**src/rtl/ctrl_unit_pipe_if.sv**
```systemverilog
// Handshake and control-word bundle between the fetch buffer, ctrl_unit_pipe and execute.
// slave = the control unit, master = its environment.
interface ctrl_unit_pipe_if #(parameter int CNT_W = 16);
    logic [31:0]      instr;
    logic             in_valid;
    logic             in_ready;
    logic             flush;
    logic             out_ready;
    logic             out_valid;
    logic             reg_write;
    logic [1:0]       mem_reg;
    logic [2:0]       imm_sel;
    logic             operand_a;
    logic             operand_b;
    logic [3:0]       alu_control;
    logic             mem_en;
    logic             s;
    logic             l;
    logic             sb;
    logic             uj;
    logic             jalr_i;
    logic             u_aui;
    logic             u_lui;
    logic [4:0]       rd;
    logic [4:0]       rs1;
    logic [4:0]       rs2;
    logic             illegal;
    logic             m_op;
    logic [CNT_W-1:0] stall_cnt;

    modport slave (
        input  instr, in_valid, flush, out_ready,
        output in_ready, out_valid, reg_write, mem_reg, imm_sel, operand_a, operand_b,
               alu_control, mem_en, s, l, sb, uj, jalr_i, u_aui, u_lui, rd, rs1, rs2,
               illegal, m_op, stall_cnt
    );

    modport master (
        output instr, in_valid, flush, out_ready,
        input  in_ready, out_valid, reg_write, mem_reg, imm_sel, operand_a, operand_b,
               alu_control, mem_en, s, l, sb, uj, jalr_i, u_aui, u_lui, rd, rs1, rs2,
               illegal, m_op, stall_cnt
    );
endinterface

```
**src/rtl/ctrl_unit_pipe.sv**
```systemverilog
// RV32I control unit: combinational decode feeding a DEPTH-stage elastic pipeline with
// load-use stalling, flush and a saturating stall counter. Define RV32M_EN for M-extension decode.
module ctrl_unit_pipe #(
    parameter int DEPTH = 2,
    parameter int CNT_W = 16
) (
    input  logic             clk,
    input  logic             rst_n,
    ctrl_unit_pipe_if.slave  bus
);
    typedef struct packed {
        logic       reg_write;
        logic [1:0] mem_reg;
        logic [2:0] imm_sel;
        logic       operand_a;
        logic       operand_b;
        logic [3:0] alu_control;
        logic       mem_en;
        logic       s;
        logic       l;
        logic       sb;
        logic       uj;
        logic       jalr_i;
        logic       u_aui;
        logic       u_lui;
        logic       illegal;
        logic       m_op;
        logic [4:0] rd;
        logic [4:0] rs1;
        logic [4:0] rs2;
    } ctrl_t;

    localparam logic [6:0] OP_R      = 7'b0110011;
    localparam logic [6:0] OP_I      = 7'b0010011;
    localparam logic [6:0] OP_LOAD   = 7'b0000011;
    localparam logic [6:0] OP_STORE  = 7'b0100011;
    localparam logic [6:0] OP_BRANCH = 7'b1100011;
    localparam logic [6:0] OP_JAL    = 7'b1101111;
    localparam logic [6:0] OP_JALR   = 7'b1100111;
    localparam logic [6:0] OP_AUIPC  = 7'b0010111;
    localparam logic [6:0] OP_LUI    = 7'b0110111;

    logic [6:0]       opcode;
    logic [2:0]       funct3;
    logic [6:0]       funct7;
    ctrl_t            dec;
    logic             uses_rs1;
    logic             uses_rs2;
    logic             hazard;
    logic             accept;
    logic             chain;
    logic [DEPTH-1:0] valid;
    logic [DEPTH-1:0] load;
    logic [DEPTH-1:0] in_v;
    ctrl_t            data    [DEPTH];
    ctrl_t            in_data [DEPTH];
    ctrl_t            q;
    logic [CNT_W-1:0] stall_cnt;

    assign opcode = bus.instr[6:0];
    assign funct3 = bus.instr[14:12];
    assign funct7 = bus.instr[31:25];

    always_comb begin
        dec     = '0;
        dec.rd  = bus.instr[11:7];
        dec.rs1 = bus.instr[19:15];
        dec.rs2 = bus.instr[24:20];
        case (opcode)
            OP_R: begin
                if (funct7 == 7'b0000001) begin
`ifdef RV32M_EN
                    dec.m_op        = 1'b1;
                    dec.reg_write   = 1'b1;
                    dec.alu_control = {1'b0, funct3};
`else
                    dec.illegal     = 1'b1;
`endif
                end else begin
                    dec.reg_write   = 1'b1;
                    dec.alu_control = {bus.instr[30], funct3};
                end
            end
            OP_I: begin
                dec.reg_write   = 1'b1;
                dec.operand_b   = 1'b1;
                dec.alu_control = {(funct3 == 3'b001 || funct3 == 3'b101) ? bus.instr[30] : 1'b0, funct3};
            end
            OP_LOAD: begin
                dec.reg_write = 1'b1;
                dec.mem_reg   = 2'b01;
                dec.operand_b = 1'b1;
                dec.mem_en    = 1'b1;
                dec.l         = 1'b1;
            end
            OP_STORE: begin
                dec.imm_sel   = 3'b001;
                dec.operand_b = 1'b1;
                dec.mem_en    = 1'b1;
                dec.s         = 1'b1;
            end
            OP_BRANCH: begin
                dec.imm_sel   = 3'b010;
                dec.operand_a = 1'b1;
                dec.operand_b = 1'b1;
                dec.sb        = 1'b1;
            end
            OP_JAL: begin
                dec.reg_write = 1'b1;
                dec.mem_reg   = 2'b10;
                dec.imm_sel   = 3'b100;
                dec.operand_a = 1'b1;
                dec.operand_b = 1'b1;
                dec.uj        = 1'b1;
            end
            OP_JALR: begin
                dec.reg_write = 1'b1;
                dec.mem_reg   = 2'b10;
                dec.operand_b = 1'b1;
                dec.jalr_i    = 1'b1;
            end
            OP_AUIPC: begin
                dec.reg_write = 1'b1;
                dec.imm_sel   = 3'b011;
                dec.operand_a = 1'b1;
                dec.operand_b = 1'b1;
                dec.u_aui     = 1'b1;
            end
            OP_LUI: begin
                dec.reg_write = 1'b1;
                dec.imm_sel   = 3'b011;
                dec.operand_b = 1'b1;
                dec.u_lui     = 1'b1;
            end
            default: dec.illegal = 1'b1;
        endcase
    end

    // Only a load sitting in stage 0 is too young to forward from, so only it can stall.
    always_comb begin
        uses_rs1 = opcode inside {OP_R, OP_I, OP_LOAD, OP_STORE, OP_BRANCH, OP_JALR};
        uses_rs2 = opcode inside {OP_R, OP_STORE, OP_BRANCH};
        hazard   = valid[0] && data[0].l && (data[0].rd != 5'd0) &&
                   ((uses_rs1 && data[0].rd == dec.rs1) || (uses_rs2 && data[0].rd == dec.rs2));
    end

    // A stage may load when it or any stage after it has a hole, or the output drains.
    always_comb begin
        load  = '0;
        chain = bus.out_ready;
        for (int i = DEPTH - 1; i >= 0; i--) begin
            chain   = chain | ~valid[i];
            load[i] = chain;
        end
    end

    assign bus.in_ready = rst_n & load[0] & ~hazard & ~bus.flush;
    assign accept       = bus.in_valid & bus.in_ready;

    always_comb begin
        in_v       = '0;
        in_v[0]    = accept;
        in_data[0] = dec;
        for (int i = 1; i < DEPTH; i++) begin
            in_v[i]    = valid[i-1];
            in_data[i] = data[i-1];
        end
    end

    always_ff @(posedge clk or negedge rst_n) begin
        if (!rst_n) begin
            valid <= '0;
            for (int i = 0; i < DEPTH; i++) data[i] <= '0;
        end else begin
            for (int i = 0; i < DEPTH; i++) begin
                if (bus.flush)   valid[i] <= 1'b0;
                else if (load[i]) valid[i] <= in_v[i];
                if (load[i] && in_v[i]) data[i] <= in_data[i];
            end
        end
    end

    always_ff @(posedge clk or negedge rst_n) begin
        if (!rst_n)
            stall_cnt <= '0;
        else if (bus.in_valid && hazard && stall_cnt != {CNT_W{1'b1}})
            stall_cnt <= stall_cnt + 1'b1;
    end

    assign q               = data[DEPTH-1];
    assign bus.out_valid   = valid[DEPTH-1];
    assign bus.reg_write   = q.reg_write;
    assign bus.mem_reg     = q.mem_reg;
    assign bus.imm_sel     = q.imm_sel;
    assign bus.operand_a   = q.operand_a;
    assign bus.operand_b   = q.operand_b;
    assign bus.alu_control = q.alu_control;
    assign bus.mem_en      = q.mem_en;
    assign bus.s           = q.s;
    assign bus.l           = q.l;
    assign bus.sb          = q.sb;
    assign bus.uj          = q.uj;
    assign bus.jalr_i      = q.jalr_i;
    assign bus.u_aui       = q.u_aui;
    assign bus.u_lui       = q.u_lui;
    assign bus.illegal     = q.illegal;
    assign bus.m_op        = q.m_op;
    assign bus.rd          = q.rd;
    assign bus.rs1         = q.rs1;
    assign bus.rs2         = q.rs2;
    assign bus.stall_cnt   = stall_cnt;
endmodule

```
**src/flat_wrapper.sv**
```systemverilog
// flat-port wrapper written by rule: the top's interface ports become plain ports
module ctrl_unit_pipe_flat 
#(
    parameter int DEPTH = 2,
    parameter int CNT_W = 16
)
  (clk, rst_n, bus_instr, bus_in_valid, bus_flush, bus_out_ready, bus_in_ready, bus_out_valid, bus_reg_write, bus_mem_reg, bus_imm_sel, bus_operand_a, bus_operand_b, bus_alu_control, bus_mem_en, bus_s, bus_l, bus_sb, bus_uj, bus_jalr_i, bus_u_aui, bus_u_lui, bus_rd, bus_rs1, bus_rs2, bus_illegal, bus_m_op, bus_stall_cnt);
  ctrl_unit_pipe_if #(.CNT_W(CNT_W)) bus_i ();
  input  logic clk;
  input  logic rst_n;
  input wire logic [$bits(bus_i.instr)-1:0] bus_instr;
  input wire logic [$bits(bus_i.in_valid)-1:0] bus_in_valid;
  input wire logic [$bits(bus_i.flush)-1:0] bus_flush;
  input wire logic [$bits(bus_i.out_ready)-1:0] bus_out_ready;
  output wire logic [$bits(bus_i.in_ready)-1:0] bus_in_ready;
  output wire logic [$bits(bus_i.out_valid)-1:0] bus_out_valid;
  output wire logic [$bits(bus_i.reg_write)-1:0] bus_reg_write;
  output wire logic [$bits(bus_i.mem_reg)-1:0] bus_mem_reg;
  output wire logic [$bits(bus_i.imm_sel)-1:0] bus_imm_sel;
  output wire logic [$bits(bus_i.operand_a)-1:0] bus_operand_a;
  output wire logic [$bits(bus_i.operand_b)-1:0] bus_operand_b;
  output wire logic [$bits(bus_i.alu_control)-1:0] bus_alu_control;
  output wire logic [$bits(bus_i.mem_en)-1:0] bus_mem_en;
  output wire logic [$bits(bus_i.s)-1:0] bus_s;
  output wire logic [$bits(bus_i.l)-1:0] bus_l;
  output wire logic [$bits(bus_i.sb)-1:0] bus_sb;
  output wire logic [$bits(bus_i.uj)-1:0] bus_uj;
  output wire logic [$bits(bus_i.jalr_i)-1:0] bus_jalr_i;
  output wire logic [$bits(bus_i.u_aui)-1:0] bus_u_aui;
  output wire logic [$bits(bus_i.u_lui)-1:0] bus_u_lui;
  output wire logic [$bits(bus_i.rd)-1:0] bus_rd;
  output wire logic [$bits(bus_i.rs1)-1:0] bus_rs1;
  output wire logic [$bits(bus_i.rs2)-1:0] bus_rs2;
  output wire logic [$bits(bus_i.illegal)-1:0] bus_illegal;
  output wire logic [$bits(bus_i.m_op)-1:0] bus_m_op;
  output wire logic [$bits(bus_i.stall_cnt)-1:0] bus_stall_cnt;
  assign bus_i.instr = bus_instr;
  assign bus_i.in_valid = bus_in_valid;
  assign bus_i.flush = bus_flush;
  assign bus_i.out_ready = bus_out_ready;
  assign bus_in_ready = bus_i.in_ready;
  assign bus_out_valid = bus_i.out_valid;
  assign bus_reg_write = bus_i.reg_write;
  assign bus_mem_reg = bus_i.mem_reg;
  assign bus_imm_sel = bus_i.imm_sel;
  assign bus_operand_a = bus_i.operand_a;
  assign bus_operand_b = bus_i.operand_b;
  assign bus_alu_control = bus_i.alu_control;
  assign bus_mem_en = bus_i.mem_en;
  assign bus_s = bus_i.s;
  assign bus_l = bus_i.l;
  assign bus_sb = bus_i.sb;
  assign bus_uj = bus_i.uj;
  assign bus_jalr_i = bus_i.jalr_i;
  assign bus_u_aui = bus_i.u_aui;
  assign bus_u_lui = bus_i.u_lui;
  assign bus_rd = bus_i.rd;
  assign bus_rs1 = bus_i.rs1;
  assign bus_rs2 = bus_i.rs2;
  assign bus_illegal = bus_i.illegal;
  assign bus_m_op = bus_i.m_op;
  assign bus_stall_cnt = bus_i.stall_cnt;
  ctrl_unit_pipe #(.DEPTH(DEPTH), .CNT_W(CNT_W)) u_core (.clk(clk), .rst_n(rst_n), .bus(bus_i));
endmodule
```
**config.mk**
```make
export PLATFORM = sky130hd
export DESIGN_NAME = ctrl_unit_pipe_flat
export DESIGN_NICKNAME = d
export VERILOG_FILES = /design/src/rtl/ctrl_unit_pipe_if.sv /design/src/rtl/ctrl_unit_pipe.sv /design/src/flat_wrapper.sv
export SDC_FILE = /design/constraint.sdc
export NUM_CORES = 1
export LEC_CHECK = 0
export BUFFER_PORTS_ARGS = -buffer_cell sky130_fd_sc_hd__buf_2
export CAP_MARGIN = 20
export CORE_MARGIN = 2
export CORE_UTILIZATION = 59
export DETAILED_ROUTE_END_ITERATION = 7
export GPL_TIMING_DRIVEN = 0
export PLACE_DENSITY = 0.86
export SLEW_MARGIN = 30
export SYNTH_ARGS = -nofsm -noshare
export SYNTH_HDL_FRONTEND = slang
export SYNTH_SLANG_ARGS = --single-unit
```
**constraint.sdc**
```tcl
create_clock -name clk -period 3.7 [get_ports clk]
set_input_delay 0.37 -clock clk [delete_from_list [all_inputs] [get_ports clk]]
set_output_delay 0.37 -clock clk [all_outputs]
set_load 0.1 [all_outputs]
```
# Yosys cells after proc, flatten, opt, wreduce, memory -nomap -nowiden
# Index checks and enable logic that the tools add are counted.
[word_totals]
output_inout_bits = 55
in_bits = 37
wordCells = 110
reg_bits = 90
[classes]
bitwise = 10
add_sub_neg = 1
eq_ne = 15
mux = 23
n_reduce_logical = 22
[ops]
columns = ["operator", "count"]
rows = [
  ["$eq 7x6->1 const B", 3],
  ["$eq 7x7->1 const B", 3],
  ["$mux 1", 17],
  ["$add 16x1->16 const B", 1],
  ["$ne 16x16->1 const B", 1],
  ["$eq 7x5->1 const B", 2],
  ["$pmux 3 s4", 1],
  ["$eq 5x5->1", 2],
  ["$logic_and 1x1->1", 9],
  ["$pmux 4 s2", 1],
  ["$reduce_or 8->1", 1],
  ["$eq 7x1->1 const B", 1],
  ["$eq 7x2->1 const B", 1],
  ["$reduce_bool 6->1", 1],
  ["$reduce_or 2->1", 3],
  ["$reduce_or 6->1", 1],
  ["$reduce_bool 5->1", 1],
  ["$and 1x1->1", 4],
  ["$mux 4", 1],
  ["$not 1->1", 4],
  ["$pmux 1 s2", 2],
  ["$pmux 2 s2", 1],
  ["$reduce_bool 2->1", 2],
  ["$eq 3x1->1 const B", 1],
  ["5 further kinds", 7],
]

# Longest topological paths before layout
# Gate-level depths: netlist of the first run.
[logic_depth]
depth_word = 11
ltp_mapped = 8
ltp_nobuf = 6

# Worst setup path after synthesis of the first run
# OpenSTA, ideal clock, no wires.
[synth_timing]
path_type = "input port to output port"
startpoint = "input bus_instr[2]"
endpoint = "output bus_in_ready"
cell_stages = 8
required_ps = 3330
slack_ps = 743
arrival_ps = 2587
cell_sequence = "buf_6 -> nor2_1 -> nand3_1 -> nor4_2 -> a41oi_4 -> buf_6 -> nor2_1 -> nor2_1"
[synth_via]
elab_chain_cells = 8
word_cells_on_any_way = 15
[synth_rtl]
columns = ["element", "line", "source"]
rows = [
  ["start: declaration", "flat_wrapper.sv:11", "input wire logic [$bits(bus_i.instr)-1:0] bus_instr;"],
  ["$eq 7x6->1, or another cell as far along", "ctrl_unit_pipe.sv:141, ctrl_unit_pipe.sv:142", ""],
  ["$reduce_bool 6->1 / $reduce_bool 3->1 (equally long branches)", "ctrl_unit_pipe.sv:141, ctrl_unit_pipe.sv:142", ""],
  ["$logic_and 1x1->1", "ctrl_unit_pipe.sv:144", "((uses_rs1 && data[0].rd == dec.rs1) || (uses_rs2 && data[0].rd == dec.rs2));"],
  ["$logic_or 1x1->1 *", "ctrl_unit_pipe.sv:144", ""],
  ["$logic_and 1x1->1 *", "ctrl_unit_pipe.sv:143", "hazard = valid[0] && data[0].l && (data[0].rd != 5'd0) &&"],
  ["$not 1->1 *", "ctrl_unit_pipe.sv:157", "assign bus.in_ready = rst_n & load[0] & ~hazard & ~bus.flush;"],
  ["$and 1x1->1 * (2 in a row)", "ctrl_unit_pipe.sv:157", ""],
  ["end: declaration", "flat_wrapper.sv:15", "output wire logic [$bits(bus_i.in_ready)-1:0] bus_in_ready;"],
]
# Every way passes the cells marked *; elsewhere a longest branch is shown, timed or not.

# Worst setup path after layout of the first run
[layout_timing]
startpoint = "register u_core.data[47] in the netlist's numbering"
endpoint = "output bus_in_ready"
[layout_via]
elab_chain_cells = 7
word_cells_on_any_way = 11
[layout_rtl]
columns = ["element", "line", "source"]
rows = [
  ["start: declaration", "ctrl_unit_pipe.sv:55", "ctrl_t data [DEPTH];"],
  ["start signal: indexed assignment", "ctrl_unit_pipe.sv:178", "if (load[i] && in_v[i]) data[i] <= in_data[i];"],
  ["$eq 5x5->1", "ctrl_unit_pipe.sv:144", ""],
  ["$logic_and 1x1->1", "ctrl_unit_pipe.sv:144", ""],
  ["$logic_or 1x1->1", "ctrl_unit_pipe.sv:144", ""],
  ["$logic_and 1x1->1 *", "ctrl_unit_pipe.sv:143", ""],
  ["$not 1->1 *", "ctrl_unit_pipe.sv:157", ""],
  ["$and 1x1->1 * (2 in a row)", "ctrl_unit_pipe.sv:157", ""],
]
# Marks and branches as above.

==> impl_metrics.json, run 1 <==
{
  "syn_area_um2": 4270,
  "rsz0062_at_grt": "false",
  "path_clk_slew_ns": 0.08,
  "powerDensity_nw_per_um2": 535,
  "p_seq_frac": 0.413,
  "end_kind": "output port",
  "grt_max_degree": 76,
  "grt_pass1_vias": 2713,
  "holdWs_ns": 0.203,
  "p_int_mw": 1.73,
  "numPortBuffers": 89,
  "top_register": "u_core.data",
  "drc_errors": 0,
  "cts_sinks": 88,
  "fin_cells": 537,
  "grt_use_total": 0.219,
  "max_freq_mhz": 359,
  "grt-ovfl-total": 0,
  "regArea_um2": 2200,
  "area_growth_pct": 19.5,
  "dp_slack_ns": 0.931,
  "die_x_um": 89.1,
  "drive_gt1_frac": 0.484,
  "reg_top3": "u_core.data x35, u_core.bus.stall_cnt x16",
  "setup_tns_ns": 0,
  "dp.cells": 521,
  "ff2ff_path_depth": 7,
  "synth_edf_count": 0,
  "grt_pass1_wl_um": 13100,
  "finalHoldViolCount": 0,
  "synth_cells": 332,
  "min_path_cells": 2,
  "seq_area_frac_synth": 0.515,
  "cts-resized-gates": 0,
  "skew_ns": 0.00967,
  "fin_nets": 472,
  "async_flop_share": 1.00,
  "antenna_left": 0,
  "first_iter_violations": 123,
  "cts_buffer_depth": 2,
  "pin_count": 92,
  "p_leak_nw": 2.65,
  "rows": 31,
  "ys_warn_count": 0,
  "cts_tree": "built",
  "vias": 2832,
  "slew_headroom": 0.599,
  "hpwl_um": 6030,
  "first_pass_iters": 4,
  "hold_class": "in2reg",
  "worstPathRequired_ns": 3.33,
  "syn_avg_cell_area_um2": 12.9,
  "multiInputGateArea_um2": 1760,
  "antenna_found_initial": 0,
  "ys_ff_latch": 88,
  "synth_fp_nets": 370,
  "die_area_um2": 7940,
  "switching_share": 0.368,
  "start_kind": "register",
  "cts_buffers": 9,
  "die_h_um": 89.1,
  "fin_crit_ns": 2.78,
  "htree_levels": 3,
  "pwr-share-comb": 0.321,
  "pwr-share-clk": 0.266,
  "fillCellCount": 526,
  "ctsRootBufferMaster": "clkbuf_8",
  "total_power_mw": 2.73,
  "finalMaxSlewViolations": 0,
  "setup_violations": 0,
  "core_um2": 7140,
  "path_class": "reg2out",
  "n_antenna_cell": 0,
  "viasPerCell": 5.27,
  "maxCapViolCount": 0,
  "finalCritPeriodShare": 0.753,
  "timing.final.ws_setup_ns": 0.916,
  "switchingPower_mw": 1.00,
  "crit_path_max_fanout": 10,
  "routed_wirelength_um": 8240,
  "synth_cell_types": 42,
  "synthFlopType": "dfrtp_1",
  "largest_reg_flops": 35,
  "gp_congestion": 0.868,
  "status": "completed",
  "clock_latency_ns": 0.35,
  "initial_core_util": 0.599,
  "wl_per_cell_um": 15.3,
  "irDropWorstVdd_uv": 257,
  "tightest_slew_ns": 0.601,
  "crit_arrival_ns": 2.41
}
-- critical path: stages (launching register included) --
cell	delay [ns]
dfrtp_1	0.46
xnor2_1	0.22
nand4_1	0.16
nor4_2	0.45
a41oi_4	0.13
buf_6	0.23
nor2_1	0.08
nor2_1	0.06
buf_2	0.29
-- layout by cell type, fill, tap and decap left out, types with 3 or more instances in the layout --
cell      Yosys  routed
buf_2         2      90
and3_1        3       3
nor2_1       15      15
o21ai_0       8       8
or4_1         3       3
buf_6         2       3
buf_4        25      25
mux2_2       41      41
nand2_1      16      16
dfrtp_1      88      88
nand2b_1      3       3
nor3_1        8       8
clkbuf_1      5       6
mux2_4       27      27
buf_12        3       3
xor2_1       16      16
nand4_1       3       3
nand3_1      10      10
inv_1         4       4
xnor2_1       7       7
nor4b_1       3       3
mux2i_1       3       3
nor4_1       12      12
clkbuf_8      0      11
-- area by class of cell --
cell class / instances / area share
Multi-Input combinational cell: 203 / 0.344
Sequential cell: 88 / 0.431
Timing Repair Buffer: 91 / 0.0958
Clock inverter: 3 / 0.0127
Tap cell: 99 / 0.0243
Inverter: 4 / 0.00294
Buffer: 37 / 0.0586
Clock buffer: 12 / 0.0304
-- cells by family (layout without fill, tap and decap cells) --
group,count (synthesis),in the layout,synth area share
mux,72,72,0.213
buf+inv,41,147,0.0735
simple gates,89,89,0.113
other cells,1,1,0.000878
xor+xnor,23,23,0.0471
flops,88,88,0.515
fa+ha+maj,1,1,0.00293
compound gates,17,17,0.0343
-- final timing paths --
check / from / slack, ns / to
max reg2reg: u_core.data[47] / 1.16 / u_core.data[64]
min: bus_flush / 0.20 / u_core.valid[1]
min in group asynchronous: rst_n / 0.41 / u_core.bus.operand_a
max in group asynchronous: rst_n / 2.69 / u_core.valid[1]
min reg2reg: u_core.bus.stall_cnt[9] / 0.50 / u_core.bus.stall_cnt[9]
max: u_core.data[47] / 0.92 / bus_in_ready
-- per-layer routing --
layer | vias to the layer above | GRT usage | wire length [um]
met4 | 0 | 0.0977 | 176
met3 | 17 | 0.0397 | 363
met2 | 82 | 0.337 | 3970
li1 | 1346 | - | -
met1 | 1387 | 0.305 | 3730
met5 | - | 0 | 0
-- synthesized netlist by cell type, types with 2 or more instances --
master    instances  share of area
nor2_1           15          0.013
nand4_1           3         0.0044
nand2b_1          3         0.0044
nor2b_1           2         0.0029
dfrtp_1          88           0.52
buf_4            25          0.044
o21ai_0           8         0.0094
a21oi_1           2         0.0023
or3_1             2         0.0029
mux2_2           41           0.11
nand2_1          16          0.014
nor4_2            2         0.0059
nor4b_1           3         0.0062
buf_12            3          0.014
nor3_1            8         0.0094
xnor2_1           7          0.014
nand3b_1          2         0.0035
or4_1             3         0.0053
and3_1            3         0.0044
nor4_1           12          0.018
mux2_4           27          0.095
buf_2             2         0.0023
xor2_1           16          0.033
or2_2             2         0.0029
buf_6             2         0.0053
inv_1             4         0.0035
mux2i_1           3         0.0070
nand3_1          10          0.012
clkbuf_1          5         0.0044
-- power by group through the flow --
stage / sequential (mW) / combinational [mW] / clock [mW]
CTS: 1.13 / 0.880 / 0.742
floorplan: 1.17 / 0.707 / 0
finish: 1.13 / 0.875 / 0.727
global route: 1.14 / 0.914 / 0.787
global placement: 1.14 / 0.860 / 0
detailed placement: 1.15 / 0.877 / 0
-- timing repair --
action / in CTS / in global routing
hold endpoints to repair: 14 / 0
setup endpoints to repair: 0 / 0
setup buffers: 0 / 0
hold buffers: 1 / 0
-- stage by stage --
stage               area [um^2]  utilization
finish                     5110        0.715
global route               5110        0.715
CTS                        5110        0.715
detailed placement         4880        0.683
global placement           4840        0.678
floorplan                  4270            -
(Power assumes the default switching activity.)
==> inputs of run 2 (changes only) <==
--- a/config.mk
+++ b/config.mk
@@ -8,10 +8,10 @@
 export BUFFER_PORTS_ARGS = -buffer_cell sky130_fd_sc_hd__buf_2
 export CAP_MARGIN = 20
 export CORE_MARGIN = 2
-export CORE_UTILIZATION = 59
+export CORE_UTILIZATION = 49
 export DETAILED_ROUTE_END_ITERATION = 7
 export GPL_TIMING_DRIVEN = 0
-export PLACE_DENSITY = 0.86
+export PLACE_DENSITY = 0.76
 export SLEW_MARGIN = 30
 export SYNTH_ARGS = -nofsm -noshare
 export SYNTH_HDL_FRONTEND = slang
==> constraint.sdc (replaced) <==
create_clock -name clk -period 2.3 [get_ports clk]
set_input_delay 0.23 -clock clk [delete_from_list [all_inputs] [get_ports clk]]
set_output_delay 0.23 -clock clk [all_outputs]
set_load 0.1 [all_outputs]
==> run 2 against run 1 <==
The flow now finishes with violations (negative setup slack); first-iteration DRC count increased by 3.3%; register-to-register slack got worse by 1.2 ns; combinational power increased by 73%; clock skew about the same; via count increased by 4.0%; largest power group unchanged.
==> impl_metrics.json, run 2 (synthesized netlist as in run 1, its figures left out) <==
{
  "switching_share": 0.376,
  "ctsRootBufferMaster": "clkbuf_8",
  "ff2ff_path_depth": 9,
  "multiInputGateArea_um2": 1890,
  "initial_core_util": 0.497,
  "regArea_um2": 2230,
  "end_kind": "register",
  "tightest_slew_ns": 0.598,
  "numPortBuffers": 89,
  "htree_levels": 3,
  "violations": "negative setup slack",
  "grt_use_total": 0.194,
  "pwr-share-clk": 0.253,
  "irDropWorstVdd_uv": 327,
  "p_leak_nw": 2.83,
  "grt_pass1_vias": 2994,
  "vias": 2944,
  "wl_per_cell_um": 16.8,
  "largest_reg_flops": 35,
  "fin_util": 0.645,
  "min_from": "bus_flush",
  "timing.final.ws_setup_ns": -0.0206,
  "cts_buffer_depth": 2,
  "skew_ns": 0.0101,
  "grt-ovfl-total": 0,
  "crit_path_max_fanout": 8,
  "rows": 34,
  "grt_pass1_wl_um": 14800,
  "top_register": "u_core.data",
  "crit_chain": "xnor2_1 > nand4_1 > nor4_4 > a41oi_4 > buf_6 > o21ai_4 > buf_12 > clkbuf_16 > mux2_4",
  "finalCritPeriodShare": 1.01,
  "pwr-share-comb": 0.339,
  "switchingPower_mw": 1.67,
  "n_antenna_cell": 0,
  "powerDensity_nw_per_um2": 803,
  "path_class": "reg2reg",
  "path_clk_slew_ns": 0.09,
  "setup_tns_ns": -0.103,
  "viasPerCell": 5.20,
  "max_freq_mhz": 431,
  "min_path_cells": 2,
  "min_to": "u_core.valid[1]",
  "die_h_um": 97.4,
  "drive_gt1_frac": 0.572,
  "p_seq_frac": 0.408,
  "status": "finished, violations left",
  "fillCellCount": 686,
  "rsz0062_at_grt": "true",
  "total_power_mw": 4.45,
  "clock_latency_ns": 0.34,
  "first_iter_violations": 127,
  "start_kind": "register",
  "worstPathRequired_ns": 2.53,
  "antenna_left": 0,
  "routed_wirelength_um": 9480,
  "maxCapViolCount": 0,
  "r2r_end": "u_core.data[48]",
  "finalMaxSlewViolations": 0,
  "drc_errors": 0,
  "crit_arrival_ns": 2.55,
  "antenna_found_initial": 0,
  "hpwl_um": 6410,
  "cpPeakStageDelay_ns": 0.45,
  "cts_buffers": 9,
  "fin_crit_ns": 2.32,
  "die_area_um2": 9480,
  "fin_nets": 492,
  "rrSetupSlack_ns": -0.02,
  "slew_headroom": 0.602,
  "hold_class": "in2reg",
  "pin_count": 92,
  "cts_sinks": 88,
  "cts_tree": "built",
  "cp_slowest_cell": "dfrtp_2",
  "area_growth_pct": 29.7,
  "first_pass_iters": 4,
  "reg_top3": "u_core.data x35, u_core.bus.stall_cnt x16",
  "finalHoldViolCount": 0,
  "final_common_cell": "buf_2",
  "setup_violations": 10,
  "final_cell_mix": "buf_2, dfrtp_1, buf_4",
  "grt_max_degree": 56,
  "die_x_um": 97.4,
  "p_int_mw": 2.78,
  "reg2reg_from": "u_core.data[47]",
  "gp_congestion": 0.935,
  "core_um2": 8590
}
-- run 2: how the worst max path moves through the flow --
| stage | cells past startpoint | endpoint | start | slack, ns |
|---|---|---|---|---|
| after global placement | 6 | u_core.data[70] | rst_n | -0.80 |
| after global routing | 9 | u_core.data[48] | u_core.data[47] | -0.08 |
| after CTS | 7 | bus_in_ready | u_core.data[48] | -0.005 |
| after floorplan | 4 | bus_in_ready | u_core.data[47] | -0.03 |
| final | 9 | u_core.data[48] | u_core.data[47] | -0.02 |
| after detailed placement | 8 | u_core.data[43] | bus_instr[4] | -0.31 |
-- run 2: what timing repair did --
action	CTS	global route
cloned	0	4
buffers inserted	9	8
hold endpoints to repair	34	0
hold buffers	1	0
pin swaps	5	10
setup endpoints to repair	38	49
gates resized for setup	10	27
-- run 2: through the flow --
step,hold slack (ns),instance area (um^2),std cells,setup WS (ns)
floorplan,-0.0656,4300,332,-0.0253
global placement,0.406,4880,529,-0.802
detailed placement,0.144,4920,530,-0.307
CTS,0.0365,5270,555,-0.00451
global route,0.0359,5540,566,-0.0776
finish,0.0548,5540,566,-0.0206
-- run 2: layer usage --
layer | GRT usage | vias up | share of wire
met5 | 0 | - | 0
li1 | - | 1387 | -
met3 | 0.0360 | 17 | 0.035
met1 | 0.258 | 1470 | 0.43
met2 | 0.321 | 70 | 0.51
met4 | 0.0673 | 0 | 0.017
-- run 2: power by group through the flow --
| stage | clock (mW) | sequential [mW] | combinational [mW] |
|---|---|---|---|
| 2_1_floorplan | 0 | 1.88 | 1.14 |
| 3_3_place_gp | 0 | 1.84 | 1.39 |
| 3_5_place_dp | 0 | 1.85 | 1.41 |
| 4_1_cts | 1.14 | 1.81 | 1.45 |
| 5_1_grt | 1.21 | 1.84 | 1.57 |
| 6_report | 1.13 | 1.81 | 1.51 |
-- run 2: layout make-up --
type                    count  share of cell area
flip-flops and latches     88               0.403
multi-input cells         203               0.341
repair buffers            112               0.139
plain buffers              36              0.0533
well taps                 108              0.0244
clock buffers              11              0.0237
clock inverters             4              0.0126
inverters                   4             0.00271
-- run 2: critical path, delay by kind of cell, from the launching register on --
family	cells	cell delay [ns]
multiplexers	1	0.30
buffers and inverters	3	0.53
flip-flops	1	0.45
XOR/XNOR	1	0.17
AO/OA/AOI/OAI	2	0.23
AND/OR/NAND/NOR	2	0.54
==> inputs of run 3 (changes only) <==
--- a/config.mk
+++ b/config.mk
@@ -12,6 +12,7 @@
 export DETAILED_ROUTE_END_ITERATION = 7
 export GPL_TIMING_DRIVEN = 0
 export PLACE_DENSITY = 0.76
+export REMOVE_ABC_BUFFERS = 1
 export SLEW_MARGIN = 30
 export SYNTH_ARGS = -nofsm -noshare
 export SYNTH_HDL_FRONTEND = slang
==> run 3 against run 2 <==
The flow now finishes without violations; largest power group unchanged; register-to-register slack gained 0.07 ns; setup slack gained 0.068 ns; non-clock buffer count shrank 42; clock skew grew 0.0033 ns.
==> impl_metrics.json, run 3 (synthesized netlist as in run 1, its figures left out) <==
{
  "status": "completed",
  "cts_buffers": 9,
  "max_freq_mhz": 444,
  "area_growth_pct": 18.7,
  "cts_buffer_depth": 2,
  "total_power_mw": 4.40,
  "fin_crit_ns": 2.25,
  "grt_use_total": 0.179,
  "clock_latency_ns": 0.36,
  "wl_per_cell_um": 15.9,
  "hold_class": "in2reg",
  "crit_path_max_fanout": 11,
  "worstPathRequired_ns": 2.54,
  "path_clk_slew_ns": 0.09,
  "antenna_left": 0,
  "antenna_found_initial": 0,
  "pin_count": 92,
  "grt_pass1_wl_um": 13700,
  "finalMaxSlewViolations": 0,
  "largest_reg_flops": 35,
  "rsz0062_at_grt": "true",
  "fin_nets": 450,
  "vias": 2785,
  "routed_wirelength_um": 8330,
  "htree_levels": 3,
  "min_path_cells": 2,
  "crit_arrival_ns": 2.49,
  "hpwl_um": 5840,
  "final_cell_mix": "buf_2, dfrtp_1, mux2_2",
  "viasPerCell": 5.30,
  "die_x_um": 97.4,
  "top_register": "u_core.data",
  "cts_sinks": 88,
  "end_kind": "register",
  "setup_violations": 0,
  "irDropWorstVdd_uv": 350,
  "grt-ovfl-total": 0,
  "reg_top3": "u_core.data x35, u_core.bus.stall_cnt x16",
  "start_kind": "register",
  "grt_pass1_vias": 2769,
  "final_common_cell": "buf_2",
  "holdWs_ns": 0.0481,
  "first_pass_iters": 4,
  "finalCritPeriodShare": 0.980,
  "drive_gt1_frac": 0.494,
  "n_antenna_cell": 0,
  "drc_errors": 0,
  "die_h_um": 97.4,
  "rows": 34,
  "finalHoldViolCount": 0,
  "maxCapViolCount": 0,
  "powerDensity_nw_per_um2": 868,
  "cts_tree": "built",
  "path_class": "reg2reg",
  "fin_util": 0.590,
  "first_iter_violations": 66,
  "skew_ns": 0.0134,
  "ctsRootBufferMaster": "clkbuf_8",
  "gp_congestion": 0.792,
  "initial_core_util": 0.497,
  "grt_max_degree": 54,
  "ff2ff_path_depth": 7,
  "core_um2": 8590,
  "numPortBuffers": 90,
  "p_leak_nw": 2.58,
  "die_area_um2": 9480
}
## run 3: changes by cell type in the layout (fill, tap and decap cells not counted), moves of 5 or more
cell / previous run / this run
dfrtp_2: 19 / 4
buf_4: 37 / 9
mux2_2: 34 / 41
clkbuf_1: 5 / 0
dfrtp_1: 67 / 84
mux2_4: 34 / 27
## run 3: area by class of cell
class / instances / area, um^2
Fill cell: 717 / 3520
Sequential cell: 88 / 2210
Multi-Input combinational cell: 203 / 1800
Timing Repair Buffer: 106 / 668
Clock inverter: 7 / 118
Clock buffer: 9 / 124
Inverter: 4 / 15.0
Tap cell: 108 / 135
## run 3: power by group
group          internal [mW]  switching [mW]
clock                  0.726           0.557
combinational          0.323           0.991
sequential              1.71          0.0960
## run 3: critical path: stages (launching register included)
cell and delay, ns:
dfrtp_2 0.45, or4_4 0.57, o211ai_4 0.27, buf_4 0.17
o21ai_4 0.07, buf_4 0.15, clkbuf_16 0.17, mux2_4 0.30
## run 3: final timing paths
check / start / endpoint / slack [ns]
hold reg to reg: u_core.bus.reg_write / u_core.bus.reg_write / 0.49
setup reg to reg: u_core.data[50] / u_core.data[71] / 0.05
max in group asynchronous: rst_n / u_core.data[47] / 1.37
hold / removal: bus_flush / u_core.valid[1] / 0.05
setup / recovery: u_core.data[50] / u_core.data[71] / 0.05
min in group asynchronous: rst_n / u_core.data[57] / 0.34
## run 3: repair_timing
action                     4_1_cts  5_1_grt
gates cloned                     0        1
setup endpoints to repair       39       13
hold endpoints to repair        35        0
setup buffers                    5        5
gates resized for setup          7       12
pin swaps                        8        7
hold buffers                     1        0
## run 3: per-stage QoR
stage                     std cells  worst slack (ns)  cell area [um^2]  TNS, ns
after floorplan                 295            -0.489              3970   -25.48
after global placement          493             -1.05              4560   -43.12
after detailed placement        498            -0.669              4660   -15.09
after CTS                       519           -0.0661              4960   -0.129
after global routing            525           -0.0577              5070   -0.103
final                           525            0.0471              5070        0
## run 3: routing by layer
layer	global-route usage	routed length, um	up-vias
met1	0.250	3790	1389
met2	0.281	4030	81
met3	0.0317	373	11
li1	-	-	1304
met5	0	0	-
met4	0.0673	137	0
